## config.mk

```make
export PLATFORM = sky130hd
export DESIGN_NAME = results_writer
export DESIGN_NICKNAME = d
export VERILOG_FILES = /design/src/rtl/results_writer.sv
export SDC_FILE = /design/constraint.sdc
export NUM_CORES = 1
export LEC_CHECK = 0
export ABC_AREA = 1
export BUFFER_PORTS_ARGS = -buffer_cell sky130_fd_sc_hd__buf_2
export CAP_MARGIN = 30
export CORE_ASPECT_RATIO = 1.5
export CORE_MARGIN = 3
export CORE_UTILIZATION = 36
export CTS_CLUSTER_DIAMETER = 100
export DETAILED_ROUTE_END_ITERATION = 6
export SYNTH_ARGS = -nofsm -noshare
export SYNTH_HDL_FRONTEND = slang
export SYNTH_SLANG_ARGS = --single-unit
```

## constraint.sdc

```tcl
create_clock -name CLK -period 5.4 [get_ports CLK]
set_clock_uncertainty 0.05 [all_clocks]
set_input_delay 0.54 -clock CLK [delete_from_list [all_inputs] [get_ports CLK]]
set_output_delay 0.54 -clock CLK [all_outputs]
set_load 0.01 [all_outputs]
```

## src/rtl/results_writer.sv

```systemverilog
// Streams a solver's T/X result beats into RAM, then writes the T count and Num_X words.
// Optional macro RESULTS_WRITER_CHECKSUM_EN adds an XOR checksum word written to address 0.
module results_writer #(
  parameter int unsigned ADDRESS_WIDTH         = 13,
  parameter int unsigned DATA_WIDTH            = 64,
  parameter int unsigned NUMBER_OF_T_ADDRESS   = 1,
  parameter int unsigned NUMBER_OF_X_ADDRESS   = 2,
  parameter int unsigned STARTING_OF_T_ADDRESS = 3,
  parameter int unsigned STARTING_OF_X_ADDRESS = 10,
  parameter int unsigned MAX_T                 = 7
) (
  input  logic                     CLK,
  input  logic                     RST,
  input  logic                     Start,
  input  logic [DATA_WIDTH-1:0]    Num_X,
  input  logic                     Result_Valid,
  input  logic [DATA_WIDTH-1:0]    Result_Data,
  input  logic                     Result_Last,
  output logic                     Result_Ready,
  output logic                     RAM_Write_Enable,
  output logic [ADDRESS_WIDTH-1:0] RAM_Address,
  output logic [DATA_WIDTH-1:0]    RAM_Data_Out,
  output logic                     Done_Writing,
  output logic                     Overflow_Error
);

  localparam logic [2:0] IDLE     = 3'd0;
  localparam logic [2:0] WAIT_T   = 3'd1;
  localparam logic [2:0] WAIT_X   = 3'd2;
  localparam logic [2:0] WRITE_NT = 3'd3;
  localparam logic [2:0] WRITE_NX = 3'd4;
  localparam logic [2:0] DONE     = 3'd5;
`ifdef RESULTS_WRITER_CHECKSUM_EN
  localparam logic [2:0] WRITE_CK = 3'd6;
`endif

  logic [2:0]               state_q, state_d;
  logic [DATA_WIDTH-1:0]    num_x_q, num_x_d;
  logic [DATA_WIDTH-1:0]    t_count_q, t_count_d;
  logic [DATA_WIDTH-1:0]    x_count_q, x_count_d;
  logic                     we_q, we_d;
  logic [ADDRESS_WIDTH-1:0] addr_q, addr_d;
  logic [DATA_WIDTH-1:0]    wdata_q, wdata_d;
  logic                     done_q, done_d;
  logic                     ovf_q, ovf_d;
  logic                     beat;
  logic [DATA_WIDTH-1:0]    t_addr, x_addr;
`ifdef RESULTS_WRITER_CHECKSUM_EN
  logic [DATA_WIDTH-1:0]    ck_q, ck_d;
`endif

  assign Result_Ready = (state_q == WAIT_T) || (state_q == WAIT_X);
  assign beat         = Result_Valid && Result_Ready;

  // Full-width address arithmetic; only the low ADDRESS_WIDTH bits reach the RAM.
  assign t_addr = DATA_WIDTH'(STARTING_OF_T_ADDRESS) + t_count_q;
  assign x_addr = DATA_WIDTH'(STARTING_OF_X_ADDRESS) + t_count_q * num_x_q + x_count_q;

  always_comb begin
    state_d   = state_q;
    num_x_d   = num_x_q;
    t_count_d = t_count_q;
    x_count_d = x_count_q;
    we_d      = 1'b0;
    addr_d    = addr_q;
    wdata_d   = wdata_q;
    done_d    = done_q;
    ovf_d     = ovf_q;
`ifdef RESULTS_WRITER_CHECKSUM_EN
    ck_d      = ck_q;
`endif
    case (state_q)
      IDLE, DONE: begin
        done_d = (state_q == DONE);
        if (Start) begin
          num_x_d   = Num_X;
          t_count_d = '0;
          x_count_d = '0;
          done_d    = 1'b0;
          ovf_d     = 1'b0;
`ifdef RESULTS_WRITER_CHECKSUM_EN
          ck_d      = '0;
`endif
          state_d   = WAIT_T;
        end
      end
      WAIT_T: begin
        if (beat) begin
          if (t_count_q == DATA_WIDTH'(MAX_T)) begin
            // Capacity exhausted: drop the beat and close the run as if it were last.
            ovf_d   = 1'b1;
            state_d = WRITE_NT;
          end else begin
            we_d    = 1'b1;
            addr_d  = t_addr[ADDRESS_WIDTH-1:0];
            wdata_d = Result_Data;
`ifdef RESULTS_WRITER_CHECKSUM_EN
            ck_d    = ck_q ^ Result_Data;
`endif
            if (Result_Last) begin
              t_count_d = t_count_q + 1'b1;
              state_d   = WRITE_NT;
            end else if (num_x_q == '0) begin
              t_count_d = t_count_q + 1'b1;
            end else begin
              state_d = WAIT_X;
            end
          end
        end
      end
      WAIT_X: begin
        if (beat) begin
          we_d    = 1'b1;
          addr_d  = x_addr[ADDRESS_WIDTH-1:0];
          wdata_d = Result_Data;
`ifdef RESULTS_WRITER_CHECKSUM_EN
          ck_d    = ck_q ^ Result_Data;
`endif
          if (Result_Last || (x_count_q == num_x_q - 1'b1)) begin
            // A partial group closed by Last still counts its T.
            x_count_d = '0;
            t_count_d = t_count_q + 1'b1;
            state_d   = Result_Last ? WRITE_NT : WAIT_T;
          end else begin
            x_count_d = x_count_q + 1'b1;
          end
        end
      end
      WRITE_NT: begin
        we_d    = 1'b1;
        addr_d  = ADDRESS_WIDTH'(NUMBER_OF_T_ADDRESS);
        wdata_d = t_count_q;
        state_d = WRITE_NX;
      end
      WRITE_NX: begin
        we_d    = 1'b1;
        addr_d  = ADDRESS_WIDTH'(NUMBER_OF_X_ADDRESS);
        wdata_d = num_x_q;
`ifdef RESULTS_WRITER_CHECKSUM_EN
        state_d = WRITE_CK;
`else
        state_d = DONE;
`endif
      end
`ifdef RESULTS_WRITER_CHECKSUM_EN
      WRITE_CK: begin
        we_d    = 1'b1;
        addr_d  = '0;
        wdata_d = ck_q;
        state_d = DONE;
      end
`endif
      default: state_d = IDLE;
    endcase
  end

  always_ff @(posedge CLK) begin
    if (!RST) begin
      state_q   <= IDLE;
      num_x_q   <= '0;
      t_count_q <= '0;
      x_count_q <= '0;
      we_q      <= 1'b0;
      addr_q    <= '0;
      wdata_q   <= '0;
      done_q    <= 1'b0;
      ovf_q     <= 1'b0;
`ifdef RESULTS_WRITER_CHECKSUM_EN
      ck_q      <= '0;
`endif
    end else begin
      state_q   <= state_d;
      num_x_q   <= num_x_d;
      t_count_q <= t_count_d;
      x_count_q <= x_count_d;
      we_q      <= we_d;
      addr_q    <= addr_d;
      wdata_q   <= wdata_d;
      done_q    <= done_d;
      ovf_q     <= ovf_d;
`ifdef RESULTS_WRITER_CHECKSUM_EN
      ck_q      <= ck_d;
`endif
    end
  end

  assign RAM_Write_Enable = we_q;
  assign RAM_Address      = addr_q;
  assign RAM_Data_Out     = wdata_q;
  assign Done_Writing     = done_q;
  assign Overflow_Error   = ovf_q;

endmodule

```

### After elaboration in Yosys (flattened, before gate mapping)

Index checks and enable logic that the tools add are counted.
W data, S select, Z words.

* register bits: 275
* input bits: 133
* output and inout port bits: 81
* logic and storage cells: 85

* reduce and logical (&&, ||, !) cells: 17
* mux-type cells: 37
* eq/ne operators: 15
* add/subtract/negate cells: 6
* multipliers: 1

Operators by type and width (count)
* $mux W64: 12
* $pmux W64 S4: 1
* $pmux W64 S3: 1
* $add A64 B1 Y64 const B: 2
* $pmux W64 S2: 1
* $eq A64 B3 Y1 const B: 1
* $eq A64 B64 Y1: 1
* $logic_not A64 Y1: 1
* $mul A64 B64 Y13: 1
* $sub A64 B1 Y64 const B: 1
* $pmux W13 S4: 1
* $mux W13: 3
* $mux W3: 7
* $pmux W3 S5: 1
* $add A13 B13 Y13: 1
* $add A2 B13 Y13 const A: 1
* $add A4 B13 Y13 const A: 1
* $ne A2 B2 Y1 const B: 4
* $reduce_and A4 Y1: 2
* $mux W1: 7
* $reduce_and A7 Y1: 1
* $eq A3 B2 Y1 const B: 2
* $eq A3 B3 Y1 const B: 2
* $reduce_and A5 Y1: 1
* 16 further kinds: 20

### Depth between registers and ports, before layout

Gate-level depths: netlist (run 1).

* depth in word-level cells: 6
* mapped depth: 29

### Least setup slack after synthesis (run 1)

OpenSTA, ideal clock, no wires.

* kind: reg2reg
* start point: register t_count_q[3]
* end point: register addr_q[10] (netlist: RAM_Address[10])
* clock period less this slack: 5.347 ns
* stages on the path, launching flop included: 23
* library setup time: 0.119 ns
* arrival: 5.178 ns
* setup slack: 0.053 ns
* cells stage by stage: dfxtp_1 -> clkbuf_1 -> clkbuf_1 -> nand2_1 -> fa_1 -> fa_1 -> inv_1 -> fa_1 -> ha_1 -> fa_1 -> inv_1 -> fa_1 -> inv_1 -> ha_1 -> nand2_1 -> o21ai_0 -> a21oi_1 -> or2_2 -> nand2_1 -> a21oi_1 -> or2_2 -> nand3_1 -> a21oi_1

* longest elaborated chain between the ends: 5
* elaborated cells on any way between the ends: 11

Ends and longest elaborated chain
* start, declared: RTL line 39 `logic [DATA_WIDTH-1:0] t_count_q, t_count_d;`
* start signal, assigned: RTL line 174 `t_count_q <= t_count_d;`
* $mul A64 B64 Y13: RTL line 57 `assign x_addr = DATA_WIDTH'(STARTING_OF_X_ADDRESS) + t_count_q * num_x_q + x_count_q;`
* $add A4 B13 Y13: RTL line 57
* $add A13 B13 Y13: RTL line 57
* $mux W13: RTL line 112 `if (beat) begin`
* $pmux W13 S4: RTL line 72 `case (state_q)`
* end signal, assigned: RTL line 177 `addr_q <= addr_d;`
* end, declared: RTL line 42 `logic [ADDRESS_WIDTH-1:0] addr_q, addr_d;`

Parallel ways exist; a longest one is shown, timed or not. The select of a mux whose other input is x is not followed.
A chain may end at the register's enable or synchronous reset.

### Worst setup path after layout (run 1)

* start point: register num_x_q[3]
* end point: register addr_q[10] (netlist: RAM_Address[10])

* longest elaborated chain between the ends: 5

Ends and longest elaborated chain
* start, declared: RTL line 38 `logic [DATA_WIDTH-1:0] num_x_q, num_x_d;`
* start signal, assigned: RTL line 173 `num_x_q <= num_x_d;`
* $mul A64 B64 Y13: RTL line 57
* $add A4 B13 Y13: RTL line 57
* $add A13 B13 Y13: RTL line 57
* $mux W13: RTL line 112
* $pmux W13 S4: RTL line 72

Every way passes these cells. The select of a mux whose other input is x is not followed.

==> impl_summary.txt, run 1 <==
----------------------------------------------------
[Run status]
  Result of the run ... finished clean

[Yosys]
  Largest family of logic cells by synthesized area ... simple AND/OR/NAND/NOR gates
  Proportion of synthesized flip-flops having asynchronous set or reset ... 0%
  Number of synthesized flops with an enable pin ... 0
  Simple-Gate Fraction of Synth Area ... 31.28%
  Post-synthesis instance total ... 3093
  Syn nets ... 3331
  Post-synthesis register bit count ... 275
  Average instance area after synthesis ... 6.614 um^2
  Sequential fraction of the synthesis area ... 26.91%
  Synth area leader ... dfxtp_1
  Share of Yosys cell area claimed by the top area cell type ... 26.91%
  Cell area after technology mapping ... 0.02046 mm^2
  Most used flip-flop cell after synthesis ... dfxtp_1
  Mux contribution to synthesized area ... 0%
  Count of unique library cells instantiated by Yosys ... 50
  XOR/XNOR Fraction of Synth Area ... 8.955%
  Synth Area in Compound Gates ... 13.90%
  Synth Area in Adders ... 8.624%
  Syn. warnings ... 0
  Synth area leaders ... dfxtp_1 (27%), nand2_1 (11%), nor2_1 (8.5%)

[Global routing]
  Wire length of the first global-routing pass ... 123400 um
  Total track usage ... 26.46%
  Via count of the first global-routing pass ... 20.47k
  Overflow left after global routing ... 0
  Maximum number of pins on one net before global-route repair ... 112
  Antenna violations before repair ... 3

[Final layout]
  Area grow syn2layout ... 15.43%
  Most used cells in the layout excluding fill and tap cells ... nand2_1 (584), nor2_1 (460), inv_1 (383), dfxtp_1 (269), a21oi_1 (261)
  Most frequent standard cell in the layout excluding fill and tap cells ... nand2_1
  Final net count ... 3502
  Summed area of non-filler cells in the final layout ... 0.02361 mm^2
  Share of final-layout standard cells stronger than drive strength 1 ... 13.26%

[Floorplanning]
  Site Rows ... 106
  Width of the chip ... 200.6 um
  Initial Utilization ... 36.55%
  Total die area ... 0.05978 mm^2
  # IOs ... 214
  Core ar. ... 0.05597 mm^2
  Floorplan die height ... 297.9 um

[Worst setup path]
  Flop-to-flop setup slack ... 200 ps
  Number of buffers and inverters on the critical path ... 8
  Worst R2R Path Depth ... 22
  Dominant cell type by count on the critical path ... inv_1
  Number of gates on the worst path with buffers counted ... 22
  Cells along the critical path ... nand2_1, inv_1, fa_1, inv_1, fa_1, inv_1, fa_1, inv_1, fa_1, inv_1, fa_1, inv_1, fa_1, inv_1, ha_1, inv_1, or2_2, nand2_1, a21oi_1, or2_2, nand3_1, a21oi_1
  Startpoint kind of the worst setup timing path ... flop
  Crit path max-delay cell type ... fa_1
  Critical setup path kind ... flop to flop
  Endpoint arrival time on the critical path ... 5640 ps
  Required time of the critical path ... 5830 ps
  Dominant delay contributor by cell family on the critical path ... adder cells
  Maximum fanout encountered on the critical timing path ... 7
  Endpoint class of the critical path ... flop
  Largest stage delay on the critical path ... 530 ps

[Power and ir drop]
  Leakage ... 9.495 nW
  Overall power consumption ... 10.23 mW
  Power per cell area ... 433.2 mW/mm^2
  Max rail drop VDD ... 0.4517 mV

[Detailed routing]
  First-pass iteration count of the detailed router ... 6
  Post-route antenna net violation count ... 0
  Starting DRC count in detailed routing ... 1986
  DRC violation count after routing ... 0
  Total Wirelength ... 81970 um
  Final routed wire length divided by cell count ... 20.26 um
  Total via count after detailed routing ... 21.42k
  Vias per Instance ... 5.294

[Job]
  Maxcap violations ... 0

[Clock network]
  Reg clk slew, reported paths ... 70 ps
  Buffer levels on the longest clock path ... 3
  Number of clock buffers inserted by TritonCTS ... 31
  Clock insertion delay at the later pin of the skew report ... 630 ps
  TritonCTS clock tree ... yes
  Root buffer cell ... clkbuf_16
  Number of sinks on the clock net ... 275
  Max H-tree Level ... 1

[STA]
  Slew Limit Headroom ... 34.08%
  Final critical-path share of the clock period ... 96.33%
  Time the final worst path needs with I/O delays and setup ... 5202 ps
  Final Max Slew Viols ... 0
  Number of hold-slack violations in the final timing report ... 0
  Pin slew with the least headroom to its limit ... 976.4 ps
  Finish-stage setup viols ... 0
  Achievable Freq ... 0.1922 GHz

[Hold path]
  Path category of the worst min-delay check ... input port to flop
  Depth of the worst hold-timing path ... 3

[Place]
  HPWL Detailed ... 65030 um
  Placed cell areas ... 0.02234 mm^2
  Final Wtd Congestion ... 0.9945
  Port buffer count ... 213

----------------------------------------------------
[sequential cells by signal, indices dropped and copies added, names as in the netlist]
register and count:
x_count_q 64, RAM_Write_Enable 1, RAM_Data_Out 64, Done_Writing 1, RAM_Address 13, t_count_q 64
num_x_q 64, Overflow_Error 1, state_q 3
[synth_stat cells, types with 3 or more instances]
cell type and count:
nand2_1 588, nor2_1 461, inv_1 386, dfxtp_1 275
a21oi_1 261, xor2_1 160, o21ai_0 159, nand3_1 128
clkbuf_1 96, nor3_1 78, nand4_1 67, fa_1 60
o22ai_1 49, ha_1 45, xnor2_1 44, nor4_1 30
buf_2 23, nand3_2 22, nand3b_1 20, a221oi_1 16
a31oi_1 13, a21oi_2 12, nor2_2 12, buf_6 10
nor2_4 10, or2_2 10, nand2_2 8, inv_2 7
o21ai_1 6, buf_1 5, clkinv_1 4, and2_1 3
o211ai_1 3
[metal layers]
layer  vias up  part of all wire [%]  GRT usage, %
met2       790                    48         45.64
met5         -                     0             0
met3       154                   6.7         3.334
met1     10130                    40         33.37
met4         0                   4.6         10.92
li1      10350                     -             -
[worst min-delay path, cell delays in order]
cell and delay [ps]:
buf_2 80, nor2_1 30, nor2_1 80
[cell type report]
| type | instances | area, um^2 |
|---|---|---|
| fillers | 6110 | 32360 |
| repair buffers | 273 | 1556 |
| clock buffers | 39 | 865.8 |
| well taps | 756 | 945.9 |
| clock inverters | 17 | 312.8 |
| flip-flops and latches | 275 | 5520 |
| inverters | 397 | 1494 |
| multi-input cells | 2286 | 12910 |
| diodes | 3 | 7.507 |
[power breakdown]
group	internal (mW)	leakage (nW)	switching, mW
Combinational	1.39	6.67	3.52
Sequential	2.42	2.25	0.399
Clock	1.52	0.575	0.982
Total	5.32	9.49	4.91
[metrics by stage]
stage | utilization (%) | setup WS [ps] | hold WS, ps | std cells | TNS (ps)
after CTS | 42.03 | 64.36 | 61.02 | 4042 | 0
after detailed placement | 39.92 | 72.06 | 408.3 | 3986 | 0
after global routing | 42.19 | -3.507 | 79.40 | 4046 | -3.507
final | 42.19 | 198.4 | 81.61 | 4046 | 0
after global placement | 39.92 | 113.0 | 400.1 | 3986 | 0
after floorplan | - | 52.72 | 389.0 | 3093 | 0
[logic make-up (layout without fill, tap and decap cells)]
group           count (synthesis)  after routing
compound gates                526            526
xor+xnor                      206            206
fa+ha+maj                     105            105
buf+inv                       532            726
flops                         275            275
other cells                     0              3
simple gates                 1449           1449
[repair_timing]
item | CTS | global route
hold buffers | 0 | 0
setup buffers | 0 | 1
gates resized for setup | 0 | 19
endpoints found under the setup margin | 0 | 4
[final timing paths]
path / startpoint / to
worst max-delay path: num_x_q[3] / RAM_Address[10]
worst min-delay path: Num_X[38] / num_x_q[38]
worst max register to register: num_x_q[3] / RAM_Address[10]
worst min register to register: Done_Writing / Done_Writing
Note: power is estimated with default switching activity, not from simulation.
==> run 2: changes to the inputs <==
--- a/config.mk
+++ b/config.mk
@@ -8,7 +8,6 @@
 export ABC_AREA = 1
 export BUFFER_PORTS_ARGS = -buffer_cell sky130_fd_sc_hd__buf_2
 export CAP_MARGIN = 30
-export CORE_ASPECT_RATIO = 1.5
 export CORE_MARGIN = 3
 export CORE_UTILIZATION = 36
 export CTS_CLUSTER_DIAMETER = 100
==> impl_summary.txt, run 2 (same netlist as run 1, synthesis figures left out) <==
----------------------------------------------------
[Detailed routing]
  Vias per Instance ... 5.256
  Total via count after detailed routing ... 21.19k
  First-pass iteration count of the detailed router ... 5
  DRC violation count after routing ... 0
  Final routed wire length divided by cell count ... 19.67 um
  Post-route antenna net violation count ... 0
  Total Wirelength ... 79290 um
  Starting DRC count in detailed routing ... 1915

[Clock network]
  Max H-tree Level ... 2
  Reg clk slew, reported paths ... 60 ps
  Clock insertion delay at the later pin of the skew report ... 580 ps
  TritonCTS clock tree ... yes
  Root buffer cell ... clkbuf_16
  Number of sinks on the clock net ... 275
  Buffer levels on the longest clock path ... 3
  Number of clock buffers inserted by TritonCTS ... 36

[Final layout]
  Share of the core filled with cells ... 42.34%
  Share of final-layout standard cells stronger than drive strength 1 ... 12.98%
  Most used cells in the layout excluding fill and tap cells ... nand2_1 (586), nor2_1 (460), inv_1 (383), dfxtp_1 (270), a21oi_1 (260)
  Most frequent standard cell in the layout excluding fill and tap cells ... nand2_1
  Area grow syn2layout ... 15.14%
  Summed area of non-filler cells in the final layout ... 0.02355 mm^2
  Final net count ... 3493

[Worst setup path]
  Maximum fanout encountered on the critical timing path ... 11
  Endpoint arrival time on the critical path ... 5610 ps
  Endpoint class of the critical path ... flop
  Reg2reg start ... num_x_q[6]
  Launch point of the critical path ... num_x_q[6]
  Required time of the critical path ... 5770 ps
  Startpoint kind of the worst setup timing path ... flop
  Critical setup path kind ... flop to flop

[Place]
  Placed cell areas ... 0.02225 mm^2
  Final Wtd Congestion ... 0.9775
  HPWL Detailed ... 61410 um
  Port buffer count ... 213

[STA]
  Number of hold-slack violations in the final timing report ... 0
  Sum of negative setup slack ... 0 ps
  Hold Slack ... 137.3 ps
  Slew Limit Headroom ... 35.67%
  Finish-stage setup viols ... 0
  Pin slew with the least headroom to its limit ... 965.0 ps
  Achievable Freq ... 0.1910 GHz
  Final critical-path share of the clock period ... 96.97%
  Final Max Slew Viols ... 0
  Time the final worst path needs with I/O delays and setup ... 5236 ps

[Power and ir drop]
  Clock network fraction of total power ... 25.4%
  Net Switching ... 4.890 mW
  Overall power consumption ... 10.23 mW
  Seq pwr share ... 27.9%
  Leakage ... 9.482 nW
  Max rail drop VDD ... 0.3307 mV
  Power per cell area ... 434.1 mW/mm^2
  Fraction of power spent switching nets ... 47.83%
  Share of total power in combinational logic ... 46.7%
  Cell Int Power ... 5.335 mW

[Global routing]
  Total track usage ... 25.66%
  Maximum number of pins on one net before global-route repair ... 113
  Via count of the first global-routing pass ... 19.52k
  Antenna violations before repair ... 0
  Wire length of the first global-routing pass ... 118700 um
  Overflow left after global routing ... 0

[Floorplanning]
  Total die area ... 0.05972 mm^2
  Initial Utilization ... 36.77%
  # IOs ... 214
  Core ar. ... 0.05563 mm^2
  Site Rows ... 86
  Floorplan die height ... 244.4 um
  Width of the chip ... 244.4 um

[Hold path]
  Path category of the worst min-delay check ... input port to flop
  Hold path start ... Num_X[28]

[Job]
  Maxcap violations ... 0

[Run status]
  Result of the run ... finished clean

----------------------------------------------------
[run 2: final timing paths]
check        depth (start not counted)  slack (ps)              end
min reg2reg                          2         410    t_count_q[62]
max                                 20         160  RAM_Address[10]
max reg2reg                         20         160  RAM_Address[10]
min                                  3         140      num_x_q[28]
[run 2: power by group through the flow]
stage / Combinational (mW) / Clock, mW / Sequential [mW]
after floorplan: 3.25 / 0 / 2.77
after global placement: 4.69 / 0 / 2.88
after detailed placement: 4.71 / 0 / 2.87
after CTS: 4.73 / 2.64 / 2.83
after global routing: 5.26 / 2.71 / 2.89
final: 4.78 / 2.59 / 2.85
[run 2: layout make-up]
class	instances	area, um^2
diodes	1	2.502
fillers	5972	32080
flip-flops and latches	275	5517
clock buffers	46	1008
clock inverters	19	249.0
multi-input cells	2286	12880
well taps	748	935.9
repair buffers	259	1464
inverters	397	1494
[run 2: repair_timing]
action	CTS	global route
endpoints found under the setup margin	0	4
hold buffers	0	0
buffers inserted	0	0
resized for setup	0	14
[run 2: stage by stage]
step                      cells  setup WS (ps)
after floorplan            3093          52.72
after global placement     3965          116.9
after detailed placement   3965          82.86
after CTS                  4030          75.10
after global routing       4030         -60.55
final                      4031          163.7
[run 2: worst max-delay path: stages (launching register included)]
cell and delay [ps]:
dfxtp_1 690, nand2_1 160, fa_1 560, inv_1 40
ha_1 210, fa_1 480, ha_1 310, fa_1 530
inv_1 50, fa_1 490, inv_1 40, ha_1 310
nand2_1 100, o21ai_2 180, a21oi_1 70, or2_2 300
nand2_1 70, a21oi_1 70, or2_2 270, nand3_1 70
a21oi_1 60
[run 2: layer usage]
layer,share of wire (%),global-route usage (%),vias up
li1,-,-,10330
met1,46,36.31,9857
met2,43,40.14,876
met3,7.5,3.487,129
met4,3.4,8.595,0
met5,0,0,-
